## config.mk

```make
export PLATFORM = sky130hd
export DESIGN_NAME = lc3_pipe_ctrl_flat
export DESIGN_NICKNAME = d
export VERILOG_FILES = /design/src/rtl/lc3_pipe_ctrl_if.sv /design/src/rtl/lc3_pipe_ctrl.sv /design/src/flat_wrapper.sv
export SDC_FILE = /design/constraint.sdc
export NUM_CORES = 1
export LEC_CHECK = 0
export BUFFER_PORTS_ARGS = -buffer_cell sky130_fd_sc_hd__buf_2
export CORE_UTILIZATION = 41
export DETAILED_ROUTE_END_ITERATION = 8
export GPL_ROUTABILITY_DRIVEN = 0
export PLACE_DENSITY_LB_ADDON = 0.3
export SLEW_MARGIN = 20
export SYNTH_ARGS = -nofsm -noshare
export SYNTH_HDL_FRONTEND = slang
export SYNTH_SLANG_ARGS = --single-unit
```

## constraint.sdc

```tcl
create_clock -name clock -period 2.25 [get_ports clock]
set_clock_uncertainty 0.1 [all_clocks]
set_input_delay 0.1125 -clock clock [delete_from_list [all_inputs] [get_ports clock]]
set_output_delay 0.1125 -clock clock [all_outputs]
set_load 0.01 [all_outputs]
```

## src/rtl/lc3_pipe_ctrl_if.sv

```systemverilog
// Bus between the LC-3 pipeline controller and the datapath.
// master: the controller (consumes decode_out/status, drives enables and selects).
// slave : the datapath side (drives decode_out/status, consumes enables and selects).
interface lc3_pipe_ctrl_if;
   logic [15:0] IR;
   logic [15:0] IR_exec;
   logic [2:0]  nzp;
   logic        complete_instr;
   logic        complete_data;
   logic        enable_fetch;
   logic        enable_updatePC;
   logic        enable_decode;
   logic        enable_execute;
   logic        enable_writeback;
   logic [1:0]  mem_state;
   logic        br_taken;
   logic        bypass_alu_1;
   logic        bypass_alu_2;

   modport master (
      input  IR, IR_exec, nzp, complete_instr, complete_data,
      output enable_fetch, enable_updatePC, enable_decode, enable_execute,
             enable_writeback, mem_state, br_taken, bypass_alu_1, bypass_alu_2
   );

   modport slave (
      output IR, IR_exec, nzp, complete_instr, complete_data,
      input  enable_fetch, enable_updatePC, enable_decode, enable_execute,
             enable_writeback, mem_state, br_taken, bypass_alu_1, bypass_alu_2
   );
endinterface

```

## src/rtl/lc3_pipe_ctrl.sv

```systemverilog
// LC-3 pipeline controller: pipeline fill, data-memory access sequencing,
// branch resolution with bubble insertion, instruction-fetch stalls and ALU bypass.
// Ports:
//   clock, reset  - pipeline clock, synchronous active-high reset
//   bus (master)  - IR, IR_exec, nzp, complete_instr, complete_data in;
//                   stage enables, mem_state, br_taken, bypass_alu_1/2 out
// Stage enables, br_taken and bypass selects are decoded from the controller
// state and the current-cycle handshakes; mem_state is the FSM register itself.
module lc3_pipe_ctrl #(
   parameter int unsigned BR_BUBBLES = 2
) (
   input  logic            clock,
   input  logic            reset,
   lc3_pipe_ctrl_if.master bus
);

   localparam int unsigned FILL_W = 2;
   localparam int unsigned BUB_W  = 2;
   localparam logic [BUB_W-1:0]  BUB_LOAD  = BUB_W'(BR_BUBBLES - 1);
   localparam logic [FILL_W-1:0] FILL_FULL = FILL_W'(3);

   localparam logic [3:0] OP_BR  = 4'b0000;
   localparam logic [3:0] OP_ADD = 4'b0001;
   localparam logic [3:0] OP_LD  = 4'b0010;
   localparam logic [3:0] OP_ST  = 4'b0011;
   localparam logic [3:0] OP_AND = 4'b0101;
   localparam logic [3:0] OP_LDR = 4'b0110;
   localparam logic [3:0] OP_STR = 4'b0111;
   localparam logic [3:0] OP_NOT = 4'b1001;
   localparam logic [3:0] OP_LDI = 4'b1010;
   localparam logic [3:0] OP_STI = 4'b1011;
   localparam logic [3:0] OP_JMP = 4'b1100;

   typedef enum logic [1:0] {
      MEM_READ  = 2'd0,
      MEM_IND   = 2'd1,
      MEM_WRITE = 2'd2,
      MEM_IDLE  = 2'd3
   } mem_state_t;

   mem_state_t        mem_state_q;
   logic [FILL_W-1:0] fill_q;
   logic [BUB_W-1:0]  bub_q;
   logic              exec_handled_q;
   logic              wb_prev_q;
   logic              ind_load_q;

   logic [3:0] exec_op;
   logic [3:0] dec_op;
   logic       exec_is_mem;
   logic       exec_is_ctrl;
   logic       exec_is_alu;
   logic       dec_is_alu;
   logic       dec_is_add_and;
   logic       detect_ok;
   logic       mem_start;
   logic       br_detect;

   logic en_fetch, en_update_pc, en_decode, en_execute, en_writeback;
   logic br_taken_c, bypass_1_c, bypass_2_c;

   // Fields of IR/IR_exec that play no part in hazard decisions.
   logic unused_ir_bits;
   assign unused_ir_bits = ^{bus.IR[11:9], bus.IR[4:3], bus.IR_exec[8:0]};

   // Opcode classification and event detection.
   always_comb begin
      exec_op        = bus.IR_exec[15:12];
      dec_op         = bus.IR[15:12];
      exec_is_mem    = (exec_op == OP_LD)  || (exec_op == OP_LDR) ||
                       (exec_op == OP_ST)  || (exec_op == OP_STR) ||
                       (exec_op == OP_LDI) || (exec_op == OP_STI);
      exec_is_ctrl   = (exec_op == OP_BR) || (exec_op == OP_JMP);
      exec_is_alu    = (exec_op == OP_ADD) || (exec_op == OP_AND) || (exec_op == OP_NOT);
      dec_is_add_and = (dec_op == OP_ADD) || (dec_op == OP_AND);
      dec_is_alu     = dec_is_add_and || (dec_op == OP_NOT);
      // An op in execute is taken up once, only with a full pipe and nothing in flight.
      detect_ok      = !exec_handled_q && (fill_q == FILL_FULL) &&
                       (mem_state_q == MEM_IDLE) && (bub_q == '0);
      mem_start      = detect_ok && exec_is_mem;
      // Branches wait for a valid fetch so the redirected PC is not lost in a stall.
      br_detect      = detect_ok && exec_is_ctrl && bus.complete_instr;
   end

   // Stage enables by priority: memory access, branch bubbles, fetch stall, normal.
   always_comb begin
      en_fetch     = 1'b0;
      en_update_pc = 1'b0;
      en_decode    = 1'b0;
      en_execute   = 1'b0;
      en_writeback = 1'b0;
      br_taken_c   = 1'b0;
      bypass_1_c   = 1'b0;
      bypass_2_c   = 1'b0;
      if (reset) begin
         en_fetch = 1'b0;
      end else if ((mem_state_q != MEM_IDLE) || mem_start) begin
         en_writeback = (mem_state_q == MEM_READ) && bus.complete_data;
      end else if (br_detect || (bub_q != '0)) begin
         en_fetch     = 1'b1;
         en_update_pc = 1'b1;
         br_taken_c   = br_detect &&
                        ((exec_op == OP_JMP) || (|(bus.IR_exec[11:9] & bus.nzp)));
      end else if (!bus.complete_instr) begin
         en_writeback = wb_prev_q;
      end else begin
         en_fetch     = 1'b1;
         en_update_pc = 1'b1;
         en_decode    = (fill_q >= FILL_W'(1));
         en_execute   = (fill_q >= FILL_W'(2));
         en_writeback = wb_prev_q;
         bypass_1_c   = exec_is_alu && (fill_q == FILL_FULL) && dec_is_alu &&
                        (bus.IR_exec[11:9] == bus.IR[8:6]);
         bypass_2_c   = exec_is_alu && (fill_q == FILL_FULL) && dec_is_add_and &&
                        !bus.IR[5] && (bus.IR_exec[11:9] == bus.IR[2:0]);
      end
   end

   // Controller state: fill counter, bubble counter, handled flag and memory FSM.
   always_ff @(posedge clock) begin
      if (reset) begin
         mem_state_q    <= MEM_IDLE;
         fill_q         <= '0;
         bub_q          <= '0;
         exec_handled_q <= 1'b0;
         wb_prev_q      <= 1'b0;
         ind_load_q     <= 1'b0;
      end else begin
         wb_prev_q <= en_execute;

         if (en_fetch && bus.complete_instr && (fill_q != FILL_FULL))
            fill_q <= fill_q + FILL_W'(1);

         if (mem_start || br_detect)
            exec_handled_q <= 1'b1;
         else if (en_execute)
            exec_handled_q <= 1'b0;

         if (br_detect)
            bub_q <= BUB_LOAD;
         else if (bub_q != '0)
            bub_q <= bub_q - BUB_W'(1);

         // complete_data is only honoured once the access has actually started.
         case (mem_state_q)
            MEM_IDLE: begin
               if (mem_start) begin
                  ind_load_q <= (exec_op == OP_LDI);
                  if ((exec_op == OP_LD) || (exec_op == OP_LDR))
                     mem_state_q <= MEM_READ;
                  else if ((exec_op == OP_ST) || (exec_op == OP_STR))
                     mem_state_q <= MEM_WRITE;
                  else
                     mem_state_q <= MEM_IND;
               end
            end
            MEM_IND: begin
               if (bus.complete_data)
                  mem_state_q <= ind_load_q ? MEM_READ : MEM_WRITE;
            end
            MEM_READ, MEM_WRITE: begin
               if (bus.complete_data)
                  mem_state_q <= MEM_IDLE;
            end
            default: mem_state_q <= MEM_IDLE;
         endcase
      end
   end

   assign bus.enable_fetch     = en_fetch;
   assign bus.enable_updatePC  = en_update_pc;
   assign bus.enable_decode    = en_decode;
   assign bus.enable_execute   = en_execute;
   assign bus.enable_writeback = en_writeback;
   assign bus.mem_state        = mem_state_q;
   assign bus.br_taken         = br_taken_c;
   assign bus.bypass_alu_1     = bypass_1_c;
   assign bus.bypass_alu_2     = bypass_2_c;

endmodule

```

## src/flat_wrapper.sv

```systemverilog
// flat-port wrapper written by rule: the top's interface ports become plain ports
module lc3_pipe_ctrl_flat 
#(
   parameter int unsigned BR_BUBBLES = 2
)
  (clock, reset, bus_IR, bus_IR_exec, bus_nzp, bus_complete_instr, bus_complete_data, bus_enable_fetch, bus_enable_updatePC, bus_enable_decode, bus_enable_execute, bus_enable_writeback, bus_mem_state, bus_br_taken, bus_bypass_alu_1, bus_bypass_alu_2);
  lc3_pipe_ctrl_if bus_i ();
  input  logic clock;
  input  logic reset;
  input wire logic [$bits(bus_i.IR)-1:0] bus_IR;
  input wire logic [$bits(bus_i.IR_exec)-1:0] bus_IR_exec;
  input wire logic [$bits(bus_i.nzp)-1:0] bus_nzp;
  input wire logic [$bits(bus_i.complete_instr)-1:0] bus_complete_instr;
  input wire logic [$bits(bus_i.complete_data)-1:0] bus_complete_data;
  output wire logic [$bits(bus_i.enable_fetch)-1:0] bus_enable_fetch;
  output wire logic [$bits(bus_i.enable_updatePC)-1:0] bus_enable_updatePC;
  output wire logic [$bits(bus_i.enable_decode)-1:0] bus_enable_decode;
  output wire logic [$bits(bus_i.enable_execute)-1:0] bus_enable_execute;
  output wire logic [$bits(bus_i.enable_writeback)-1:0] bus_enable_writeback;
  output wire logic [$bits(bus_i.mem_state)-1:0] bus_mem_state;
  output wire logic [$bits(bus_i.br_taken)-1:0] bus_br_taken;
  output wire logic [$bits(bus_i.bypass_alu_1)-1:0] bus_bypass_alu_1;
  output wire logic [$bits(bus_i.bypass_alu_2)-1:0] bus_bypass_alu_2;
  assign bus_i.IR = bus_IR;
  assign bus_i.IR_exec = bus_IR_exec;
  assign bus_i.nzp = bus_nzp;
  assign bus_i.complete_instr = bus_complete_instr;
  assign bus_i.complete_data = bus_complete_data;
  assign bus_enable_fetch = bus_i.enable_fetch;
  assign bus_enable_updatePC = bus_i.enable_updatePC;
  assign bus_enable_decode = bus_i.enable_decode;
  assign bus_enable_execute = bus_i.enable_execute;
  assign bus_enable_writeback = bus_i.enable_writeback;
  assign bus_mem_state = bus_i.mem_state;
  assign bus_br_taken = bus_i.br_taken;
  assign bus_bypass_alu_1 = bus_i.bypass_alu_1;
  assign bus_bypass_alu_2 = bus_i.bypass_alu_2;
  lc3_pipe_ctrl #(.BR_BUBBLES(BR_BUBBLES)) u_core (.clock(clock), .reset(reset), .bus(bus_i));
endmodule
```

Yosys cells after proc, flatten, opt, wreduce, memory -nomap -nowiden
Index checks and enable logic that the tools add are counted.

storage, ports and cells
  bits in registers = 9
  bits in latches = 0
  bits in writable memories = 0
  memory bits (read-only) = 0
  input bits = 39
  output and inout bits = 10
  logic and storage cells = 117
  memories = 0

cells by class
  $add $sub $neg = 2
  multipliers = 0
  div/mod/pow operators = 0
  order comparisons = 2
  equal/unequal tests = 24
  shifts and indexed selects = 0
  multiplexer cells = 37
  bitwise logic cells = 1
  reductions and logical operators = 44

operators by type and width
  operator             count
  $mux 1               30
  $eq 4x4->1 const B   5
  $eq 4x3->1 const B   4
  $logic_and 1x1->1    16
  $logic_or 1x1->1     15
  $mux 2               6
  $eq 4x1->1 const B   2
  $eq 4x2->1 const B   2
  $ne 2x2->1 const B   4
  $eq 2x2->1 const B   3
  $eq 3x3->1           2
  $pmux 2 s3           1
  $reduce_bool 2->1    3
  $logic_not 2->1      2
  $logic_not 4->1      1
  $reduce_or 2->1      2
  $and 3x3->3          1
  $reduce_and 3->1     1
  $reduce_or 3->1      1
  $add 2x1->2 const B  1
  $eq 2x1->1 const B   1
  $ge 2x1->1 const B   1
  $ge 2x2->1 const B   1
  $logic_not 1->1      2
  3 further kinds      3

Logic depth before layout (Yosys ltp)
  depth in word-level cells = 12
  gate-level depth with buffers = 6
  depth with buffers taken out = 6

Worst setup path after synthesis
OpenSTA, ideal clock, no wires.

  path type = flip-flop to output port
  from = reg u_core.bub_q[0]
  to = out bus_bypass_alu_2
  arrival = 1.647 ns
  required time = 2.037 ns
  setup slack = 0.390 ns
  cell stages (with the launch flop) = 6
  path buffers = 0
  cell sequence = dfxtp_1 > inv_1 > ha_1 > nand4_4 > or4_4 > nor4_2

between the ends
  word-level cells in the longest chain between the ends = 8
  elaborated cells between the ends (all ways) = 11
  classes of those cells = 3 x mux; 8 x reduce/logical

ends and longest elaborated chain
  item                            RTL line              RTL
  from (decl)                     lc3_pipe_ctrl.sv:43   logic [BUB_W-1:0] bub_q;
  from (signal assigned)          lc3_pipe_ctrl.sv:142  bub_q <= bub_q - BUB_W'(1);
  $logic_not 2->1                 lc3_pipe_ctrl.sv:79   (mem_state_q == MEM_IDLE) && (bub_q == '0);
  $logic_and 1x1->1               lc3_pipe_ctrl.sv:79
  $logic_and 1x1->1 (2 in a row)  lc3_pipe_ctrl.sv:82   br_detect = detect_ok && exec_is_ctrl && bus.complete_instr;
  $logic_or 1x1->1                lc3_pipe_ctrl.sv:99   end else if (br_detect || (bub_q != '0)) begin
  $mux 1                          lc3_pipe_ctrl.sv:99
  $mux 1 *                        lc3_pipe_ctrl.sv:97   end else if ((mem_state_q != MEM_IDLE) || mem_start) begin
  $mux 1 *                        lc3_pipe_ctrl.sv:95   if (reset) begin
  to (decl)                       flat_wrapper.sv:23    output wire logic [$bits(bus_i.bypass_alu_2)-1:0] bus_bypass_alu_2;

Every way passes the cells marked *; elsewhere a longest branch is shown, timed or not.

Final worst setup path
  from = reg u_core.mem_state_q[0] (netlist: u_core.bus.mem_state[0])
  to = out bus_bypass_alu_1

between the ends
  word-level cells in the longest chain between the ends = 9
  elaborated cells between the ends (all ways) = 12
  classes of those cells = 2 x eq/ne; 3 x mux; 7 x reduce/logical

ends and longest elaborated chain
  item                            RTL line              RTL
  from (decl)                     lc3_pipe_ctrl.sv:41   mem_state_t mem_state_q;
  from (signal assigned)          lc3_pipe_ctrl.sv:159  mem_state_q <= ind_load_q ? MEM_READ : MEM_WRITE;
  $eq 2x2->1                      lc3_pipe_ctrl.sv:79
  $logic_and 1x1->1               lc3_pipe_ctrl.sv:78   detect_ok = !exec_handled_q && (fill_q == FILL_FULL) &&
  $logic_and 1x1->1               lc3_pipe_ctrl.sv:79
  $logic_and 1x1->1 (2 in a row)  lc3_pipe_ctrl.sv:82
  $logic_or 1x1->1                lc3_pipe_ctrl.sv:99
  $mux 1                          lc3_pipe_ctrl.sv:99
  $mux 1 *                        lc3_pipe_ctrl.sv:97
  $mux 1 *                        lc3_pipe_ctrl.sv:95
  to (decl)                       flat_wrapper.sv:22    output wire logic [$bits(bus_i.bypass_alu_1)-1:0] bus_bypass_alu_1;

Marks and branches as above.

==> reports/metrics.csv <==
stage,metric,value,unit
sta,drv_slew,0,
logic_synthesis,muxShareOfSynthArea,2.689,%
sta,setup_ws,0.1126,ns
detailed_routing,remaining_drc_errors,0,
worst_setup_path,rr_worst_depth,7,
die,start_util,43.59,%
detailed_routing,vias,747,
flow_run,max_cap_violations,0,
detailed_routing,drtIter0Drc,16,
place,port_buffers,34,
clock_tree,cts-htree-levels,1,
logic_synthesis,ys_warn_count,0,
logic_synthesis,syn_area,744.5,sq um
logic_synthesis,synth-adder-area-share,6.723,%
final_layout,final_util,58.10,%
logic_synthesis,syn-num-nets,129,
logic_synthesis,synth_xor_area_share,9.412,%
sta,worst_pin_slew,0.4006,ns
sta,setup_viol,0,
worst_setup_path,end_kind,output pin,
logic_synthesis,netlist_top_cells_area,"dfxtp_1 24%, ha_1 6.7%, xor2_1 5.9%, nor2_1 4.0%, a2111oi_4 3.7%",
die,chipHeight,44.61,microns
clock_tree,root_buffer,clkbuf_4,
final_layout,fin_nets,167,
sta,rsz0062_at_grt,false,
sta,relSlewSlack,73.24,%
sta,finalCritPeriodShare,95.00,%
final_layout,layout-drive-gt1-share,39.84,%
worst_setup_path,arrival,1.92,ns
die,die_x,44.61,microns
detailed_routing,wirelength,1761,microns
grt,grt_overflow,0,
sta,fmax,467.9,MHz
grt,grt.total_usage,19.06,%
detailed_routing,avgRoutedWirePerCell,11.90,microns
grt,grt_max_degree,12,
sta,tns,0,ns
power_and_ir_drop,total_leakage_power,0.4120,nW
logic_synthesis,synth-edff-count,0,
clock_tree,cts.path.max_buffers,2,
clock_tree,tritoncts,yes,
worst_setup_path,crit_type,reg2out,
min_path,hold_path.class,in2reg,
outcome,status,"finished, final reports clean",
logic_synthesis,synthSimpleGateAreaFrac,34.45,%
die,io_pins,49,
logic_synthesis,synth_seq_cells,9,
sta,finalHoldViolCount,0,
clock_tree,cts_hold_buf,0,
clock_tree,cts_buffers,3,
place,pre_cts_slack,0.1854,ns
logic_synthesis,yosysUniqueCellTypes,38,
final_layout,area_delta_synth_final,33.28,%
logic_synthesis,synth.top_cells.by_count,"9 x dfxtp_1, 8 x nor2_1, 6 x inv_1",
detailed_routing,avgViaCountPerCell,5.047,
worst_setup_path,cp-start-kind,register,
die,std_cell_rows,15,
clock_tree,cts.clk_slew.worst_paths,0.06,ns
logic_synthesis,synth_compound_area_share,17.31,%
grt,antenna_found_initial,0,
clock_tree,clk_latency,0.27,ns
worst_setup_path,worstPathRequired,2.04,ns
logic_synthesis,synth_top_area_share,24.20,%
grt,grt_pass1_vias,667,
power_and_ir_drop,p_per_area,588.3,nW/um^2
logic_synthesis,syn_avg_cell_area,8.657,sq um
logic_synthesis,synth_async_sr_flop_share,0,%
die,die-area,1990,sq um
detailed_routing,ant_nets,0,
logic_synthesis,synth_flop_cell,dfxtp_1,
logic_synthesis,synth_top_family_by_area,simple AND/OR/NAND/NOR gates,
logic_synthesis,ys_seq_area_share,24.20,%
logic_synthesis,synth_area_leader_cell,dfxtp_1,
place,hpwlAfterDp,1411,microns
logic_synthesis,synth_cells,86,
power_and_ir_drop,vdd_ir_drop_max,0.4319,mV
worst_setup_path,cp_max_fo,6,
grt,grt_pass1_wl,2663,microns
die,core,1708,sq um
clock_tree,clkSinkCount,9,
detailed_routing,first_pass_iters,4,
logic_synthesis,synthMostInstantiatedCell,dfxtp_1,
min_path,hold_depth,3,
sta,post-route-min-period,2.137,ns
final_layout,antenna_cells,0,
sta,hold_ws,0.01258,ns
-- cells by family (layout without fill, tap and decap cells) --
group           after synthesis  count (layout)
flops                         9               9
fa+ha+maj                     4               4
buf+inv                       9              46
simple gates                 39              39
mux                           2               2
compound gates               15              15
xor+xnor                      8               8
-- stage by stage --
stage               power [mW]  area [sq um]  cells
finish                  0.5837         992.2    148
global route            0.6202         992.2    148
CTS                     0.5721         978.4    147
detailed placement      0.4217         937.1    143
global placement        0.4130         937.1    143
floorplan               0.3437         744.5     86
-- routing by layer --
metal / track usage, % / share of wire, % / routed length, microns
met2: 35.29 / 49 / 863
met3: 4.490 / 7.3 / 129
met5: 0 / 0 / 0
met4: 10.91 / 2.1 / 37
met1: 19.21 / 42 / 731
-- flip-flops by register name, summed over array words and instances, names as in the netlist --
name	cells
u_core.wb_prev_q	1
u_core.fill_q	2
u_core.ind_load_q	1
u_core.bus.mem_state	2
u_core.exec_handled_q	1
u_core.bub_q	2
-- cell type report --
class | count | area (sq um)
clock buffers | 4 | 26.28
fillers | 163 | 715.7
inverters | 6 | 22.52
multi-input cells | 68 | 541.8
flip-flops and latches | 9 | 185.2
well taps | 25 | 31.28
repair buffers | 36 | 185.2
-- report_power, final --
part,total [mW],internal (mW),switching [mW]
logic,0.268,0.137,0.131
clock network,0.127,0.0684,0.0582
registers,0.189,0.177,0.0117
-- cells in the final DEF (no fill, tap or decap), types with 2 or more instances in the layout --
cell,count
clkbuf_4,3
dfxtp_1,7
nand3b_1,2
nor2_1,7
inv_1,6
nand2_1,5
o221ai_1,2
or2_1,2
buf_4,2
a21oi_1,2
nand4b_1,2
buf_2,34
nor3b_1,3
xor2_1,5
xnor2_1,3
mux2i_1,2
nor3_1,4
o21ai_0,3
nor2b_1,2
ha_1,3
nand2b_1,2
-- worst paths after layout --
path / endpoint / slack (ns) / startpoint
setup / recovery: bus_bypass_alu_1 / 0.11 / u_core.bus.mem_state[0]
hold / removal: u_core.bus.mem_state[1] / 0.01 / bus_complete_data
setup reg to reg: u_core.ind_load_q / 0.58 / u_core.bub_q[0]
hold reg to reg: u_core.exec_handled_q / 0.39 / u_core.exec_handled_q
-- worst max-delay path, cell delays in order, from the launching register on --
cell	delay, ns
dfxtp_4	0.37
and2b_4	0.18
nand4_4	0.14
or4_4	0.59
a2111oi_4	0.20
buf_2	0.18
-- repair_timing --
action,CTS,global route
buffers inserted,0,1
setup endpoints to repair,4,4
pin swaps,0,4
resized for setup,4,3
(Power assumes the default switching activity.)
